**src/rtl/rf_mode_switch_ctrl.sv**
```systemverilog
// RF transceiver mode controller: synchronises and debounces the M-pins,
// commits a new mode only while idle and free, then holds AUX low for a
// per-transition settle time (long when leaving the configuration mode).
module rf_mode_switch_ctrl #(
  parameter int                MODE_W       = 2,
  parameter logic [MODE_W-1:0] DEFAULT_MODE = '1,
  parameter logic [MODE_W-1:0] CFG_MODE     = MODE_W'(3),
  parameter int                SYNC_STAGES  = 2,
  parameter int                DEBOUNCE_CYC = 4,
  parameter int                SETTLE_CYC   = 16,
  parameter int                RESET_CYC    = 10000,
  parameter int                POWERON_CYC  = 10000,
  parameter logic              AUX_POWER_ON = 1'b1
) (
  input  logic              internal_clk,
  input  logic              rst_n,
  input  logic [MODE_W-1:0] mode_pins,
  input  logic              aux_state_ctrl,
  input  logic              aux_uart_ctrl,
  output logic [MODE_W-1:0] mode_sync,
  output logic              aux_mode_ctrl,
  output logic              mode_changed,
  output logic              busy
);

  localparam int MAX_SR  = (SETTLE_CYC > RESET_CYC) ? SETTLE_CYC : RESET_CYC;
  localparam int MAX_CYC = (MAX_SR > POWERON_CYC) ? MAX_SR : POWERON_CYC;
  localparam int CNT_W   = $clog2(MAX_CYC + 1);
  localparam int DB_W    = $clog2(DEBOUNCE_CYC + 1);
  // SETTLE is unreachable when SETTLE_CYC is 0; keep its terminal count legal
  localparam int SETTLE_LAST = (SETTLE_CYC > 0) ? SETTLE_CYC - 1 : 0;

  typedef enum logic [1:0] {INIT, IDLE, SETTLE, RESET_WAIT} state_t;

  state_t                               state;
  logic [SYNC_STAGES-1:0][MODE_W-1:0]   sync_q;
  logic [MODE_W-1:0]                    req_s;
  logic [MODE_W-1:0]                    db_last;
  logic [MODE_W-1:0]                    req_stable;
  logic [DB_W-1:0]                      db_cnt;
  logic [DB_W-1:0]                      db_nxt;
  logic [CNT_W-1:0]                     cnt;
  logic [CNT_W-1:0]                     cnt_last;
  logic                                 done;
  logic                                 fire;

  assign req_s = sync_q[SYNC_STAGES-1];

  // Input synchroniser: shift the raw pins through SYNC_STAGES flops
  always_ff @(posedge internal_clk or negedge rst_n) begin
    if (!rst_n) sync_q <= {SYNC_STAGES{DEFAULT_MODE}};
    else        sync_q <= {sync_q[SYNC_STAGES-2:0], mode_pins};
  end

  // Run length of identical synchronised samples, saturating at DEBOUNCE_CYC
  always_comb begin
    db_nxt = db_cnt;
    if (req_s != db_last)                  db_nxt = DB_W'(1);
    else if (db_cnt != DB_W'(DEBOUNCE_CYC)) db_nxt = db_cnt + 1'b1;
  end

  // Debouncer: accept a value once it has been seen DEBOUNCE_CYC times running
  always_ff @(posedge internal_clk or negedge rst_n) begin
    if (!rst_n) begin
      db_last    <= DEFAULT_MODE;
      db_cnt     <= '0;
      req_stable <= DEFAULT_MODE;
    end else begin
      db_last <= req_s;
      db_cnt  <= db_nxt;
      if (db_nxt == DB_W'(DEBOUNCE_CYC)) req_stable <= req_s;
    end
  end

  // Terminal count for the timed state currently occupied
  always_comb begin
    cnt_last = CNT_W'(POWERON_CYC - 1);
    case (state)
      SETTLE:     cnt_last = CNT_W'(SETTLE_LAST);
      RESET_WAIT: cnt_last = CNT_W'(RESET_CYC - 1);
      default:    cnt_last = CNT_W'(POWERON_CYC - 1);
    endcase
  end

  assign done = (cnt == cnt_last);
  assign fire = (state == IDLE) && (req_stable != mode_sync) &&
                aux_state_ctrl && aux_uart_ctrl;
  assign busy = (state != IDLE);

  // Mode FSM: power-on wait, commit of pending requests, AUX-low hold
  always_ff @(posedge internal_clk or negedge rst_n) begin
    if (!rst_n) begin
      state         <= INIT;
      cnt           <= '0;
      mode_sync     <= DEFAULT_MODE;
      aux_mode_ctrl <= AUX_POWER_ON;
      mode_changed  <= 1'b0;
    end else begin
      mode_changed <= 1'b0;
      case (state)
        INIT: begin
          if (done) begin
            state         <= IDLE;
            cnt           <= '0;
            aux_mode_ctrl <= 1'b1;
          end else begin
            cnt <= cnt + 1'b1;
          end
        end
        IDLE: begin
          if (fire) begin
            mode_sync    <= req_stable;
            mode_changed <= 1'b1;
            cnt          <= '0;
            // only leaving configuration mode needs the long reset time
            if (mode_sync == CFG_MODE && req_stable != CFG_MODE) begin
              aux_mode_ctrl <= 1'b0;
              state         <= RESET_WAIT;
            end else if (SETTLE_CYC > 0) begin
              aux_mode_ctrl <= 1'b0;
              state         <= SETTLE;
            end
          end
        end
        SETTLE, RESET_WAIT: begin
          if (done) begin
            aux_mode_ctrl <= 1'b1;
            state         <= IDLE;
            cnt           <= '0;
          end else begin
            cnt <= cnt + 1'b1;
          end
        end
        default: begin
          state <= INIT;
          cnt   <= '0;
        end
      endcase
    end
  end

endmodule

```
**config.mk**
```make
export PLATFORM = sky130hd
export DESIGN_NAME = rf_mode_switch_ctrl
export DESIGN_NICKNAME = d
export VERILOG_FILES = /design/src/rtl/rf_mode_switch_ctrl.sv
export SDC_FILE = /design/constraint.sdc
export NUM_CORES = 1
export LEC_CHECK = 0
export ABC_CLOCK_PERIOD_IN_PS = 2400
export BUFFER_PORTS_ARGS = -buffer_cell sky130_fd_sc_hd__buf_2
export CORE_MARGIN = 5
export CORE_UTILIZATION = 45
export DETAILED_ROUTE_END_ITERATION = 7
export PLACE_DENSITY_LB_ADDON = 0.25
export SLEW_MARGIN = 40
export SYNTH_ARGS = -nofsm -noshare
export SYNTH_HDL_FRONTEND = slang
export SYNTH_SLANG_ARGS = --single-unit
```
**constraint.sdc**
```tcl
create_clock -name internal_clk -period 2.4 [get_ports internal_clk]
set_input_delay 0.24 -clock internal_clk [delete_from_list [all_inputs] [get_ports internal_clk]]
set_output_delay 0.24 -clock internal_clk [all_outputs]
set_load 0.1 [all_outputs]
```
==> flow_summary_export.csv <==
group,metric,value,unit
timing,setup_tns,0,ns
layout,n_antenna_cell,0,
clocking,clk_path_buf_depth,2,
worst_setup_path,cp-end-kind,"output port",
global_route,grt-ovfl-total,0,
layout,multi_input_area,697,um2
layout,finalNetCount,175,
clocking,cts_setup_buffers,0,
clocking,cts_max_level,2,
clocking,numCtsBuffers,5,
timing,finalSetupViolCount,0,
floorplanning,num_rows,21,
timing,rsz0062_at_grt,"no",
clocking,tritoncts,"done",
timing,clock_skew,0.00319,ns
clocking,clk-insertion-delay-late,0.33,ns
yosys,ys.flop_type,"dfrtp_1",
clocking,cts-root-buf,"clkbuf_4",
timing,finalHoldViolations,0,
route,drt_wl_total,2840,um
yosys,async_flop_share,100,%
placement,io_buffers,10,
floorplanning,dieWidth,68.3,um
timing,finalCriticalPeriod,1.95,ns
power,power.leakage,0.755,nW
timing,finalCritPeriodShare,81.1,%
yosys,synth_cell_types,43,
yosys,avgSynthCellArea,10.5,um2
placement,place_area,0.00164,mm2
placement,gp_congestion,0.858,
clocking,clk_pin_slew,0.09,ns
timing,fmax,514,MHz
worst_hold_path,min_path_type,"input port to flip-flop",
yosys,yosys_warnings,0,
job,drv_cap,0,
floorplanning,core_area,0.00331,mm2
layout,syn_to_final_growth,14.5,%
route,dr.pass1.iters,4,
placement,hpwl,1990,um
power,ir_worst_vdd,0.291,mV
global_route,grt_pass1_wl,5110,um
route,drt-initial-drc-count,103,
worst_setup_path,criticalPathCategory,"flip-flop to output port",
timing,slew_headroom,54.7,%
layout,drive_gt1_share,28.1,%
route,wl_per_cell,13.3,um
floorplanning,die_h,68.3,um
global_route,antenna_found_initial,0,
worst_setup_path,cp-start-kind,"flip-flop",
floorplanning,io_pins,11,
route,vias,1151,
yosys,synth_seq_area_share,51.6,%
route,ant_nets,0,
yosys,synth_edf_count,0,
clocking,clock_sinks,31,
global_route,grt_max_degree,32,
timing,worst_pin_slew,0.679,ns
floorplanning,start_util,46.2,%
power,powerDensity,1220,mW/mm2
worst_setup_path,crit_fanout,13,
worst_setup_path,crit_required,2.16,ns
status,status,"finished, final reports clean",
route,viasPerCell,5.40,
floorplanning,die_area,0.00467,mm2
yosys,syn_nets,155,
yosys,netlist_area,0.00153,mm2
layout,nFillCells,311,
yosys,synthCells,146,
yosys,ys_ff_latch,31,
layout,fin_area,0.00175,mm2
timing,slew_violations,0,
worst_setup_path,crit_arrival,1.71,ns
route,drc,0,
global_route,track_usage,15.1,%
layout,register_area,790,um2
global_route,grt_pass1_vias,1147,
[Yosys cell counts (2+ instances only)]
| master | number | area share, % |
|---|---|---|
| a21oi_1 | 7 | 2.3 |
| a22o_1 | 2 | 1.1 |
| a31oi_1 | 2 | 0.82 |
| and3_1 | 4 | 1.6 |
| dfrtp_1 | 20 | 33 |
| dfstp_2 | 11 | 19 |
| ha_1 | 3 | 2.5 |
| inv_1 | 7 | 1.7 |
| mux2_2 | 2 | 1.5 |
| mux2i_1 | 2 | 1.3 |
| nand2_1 | 17 | 4.2 |
| nand3_1 | 14 | 4.6 |
| nand4_1 | 3 | 1.2 |
| nor2_1 | 6 | 1.5 |
| nor3_1 | 3 | 0.98 |
| o21ai_0 | 8 | 2.6 |
| o22ai_1 | 2 | 0.82 |
| o31ai_1 | 2 | 0.98 |
| or3_2 | 3 | 1.5 |
| xnor2_1 | 5 | 2.9 |
[where the power goes]
part | switching, mW | internal, mW | total [mW]
Clock | 0.175 | 0.246 | 0.421
Sequential | 0.204 | 0.711 | 0.914
Combinational | 0.493 | 0.301 | 0.794
Total | 0.871 | 1.26 | 2.13
[cells by family after synthesis]
| kind of cell | after synthesis | share of synthesized area, % |
|---|---|---|
| buffers and inverters | 9 | 2.86 |
| flip-flops | 31 | 51.6 |
| adder cells (fa/ha/maj) | 3 | 2.45 |
| multiplexers | 5 | 3.68 |
| AND/OR/NAND/NOR | 62 | 22.7 |
| XOR/XNOR | 5 | 2.86 |
| AO/OA/AOI/OAI | 31 | 13.9 |
[final timing paths]
| check | cells after the start | from | slack [ns] | to |
|---|---|---|---|---|
| hold / removal | 2 | aux_state_ctrl | 0.12 | state[0] |
| max in group asynchronous | 2 | rst_n | 1.47 | cnt[10] |
| setup / recovery | 3 | state[0] | 0.45 | busy |
| setup reg to reg | 5 | cnt[7] | 0.46 | cnt[9] |
| hold reg to reg | 0 | sync_q[1] | 0.36 | req_s[1] |
| min in group asynchronous | 2 | rst_n | 0.50 | db_cnt[1] |
[layout make-up]
cell class,instances,area share [%]
Sequential cell,31,45.1
Multi-Input combinational cell,106,39.8
Clock inverter,2,2.00
Inverter,7,1.50
Clock buffer,6,2.93
Timing Repair Buffer,15,5.43
Tap cell,46,3.29
[what timing repair did]
item                      4_1_cts  5_1_grt
hold buffers                    3        0
resized for setup               0        0
hold endpoints to repair       22        0
[registers in the layout, summed over array words and instances, names as in the netlist]
register,count
aux_mode_ctrl,1
sync_q,2
req_s,2
cnt,14
mode_changed,1
db_cnt,3
db_last,2
state,2
req_stable,2
mode_sync,2
[routing by layer]
metal / vias to the layer above / part of all wire (%) / global-route usage, %
met5: - / 0 / 0
met1: 555 / 45 / 17.5
met4: 0 / 2.1 / 8.68
li1: 571 / - / -
met3: 4 / 5.3 / 5.42
met2: 21 / 47 / 24.1
[critical path, cell delays in order (launching register included)]
cell and delay (ns):
dfrtp_1 0.42, and2b_2 0.31, inv_1 0.19, buf_2 0.46
[cells in the final DEF, fill, tap and decap left out, drive strengths merged, types with 2 or more instances in the layout]
| cell type | instances |
|---|---|
| dfrtp | 20 |
| nand2 | 17 |
| nand3 | 14 |
| buf | 12 |
| dfstp | 11 |
| o21ai | 8 |
| a21oi | 8 |
| inv | 7 |
| nor2 | 6 |
| clkbuf | 6 |
| xnor2 | 5 |
| and3 | 5 |
| or3 | 4 |
| nand4 | 3 |
| nor3 | 3 |
| ha | 3 |
| dlygate4sd3 | 3 |
| mux2i | 3 |
| o22ai | 3 |
| a22o | 2 |
| mux2 | 2 |
| o31ai | 2 |
| a31oi | 2 |
| or4 | 2 |
| a21o | 2 |
[metrics by stage]
step                hold WS (ns)  setup slack (ns)  util (%)  std cells  power, mW
floorplan                -0.0556             0.357         -        146       1.55
global placement           0.298             0.547      49.4        202       1.69
detailed placement         0.312             0.479      49.4        202       1.71
CTS                       0.0930             0.437      52.9        213       2.15
global route               0.108             0.361      52.9        213       2.27
finish                     0.117             0.454      52.9        213       2.13
Note: power is estimated with default switching activity, not from simulation.
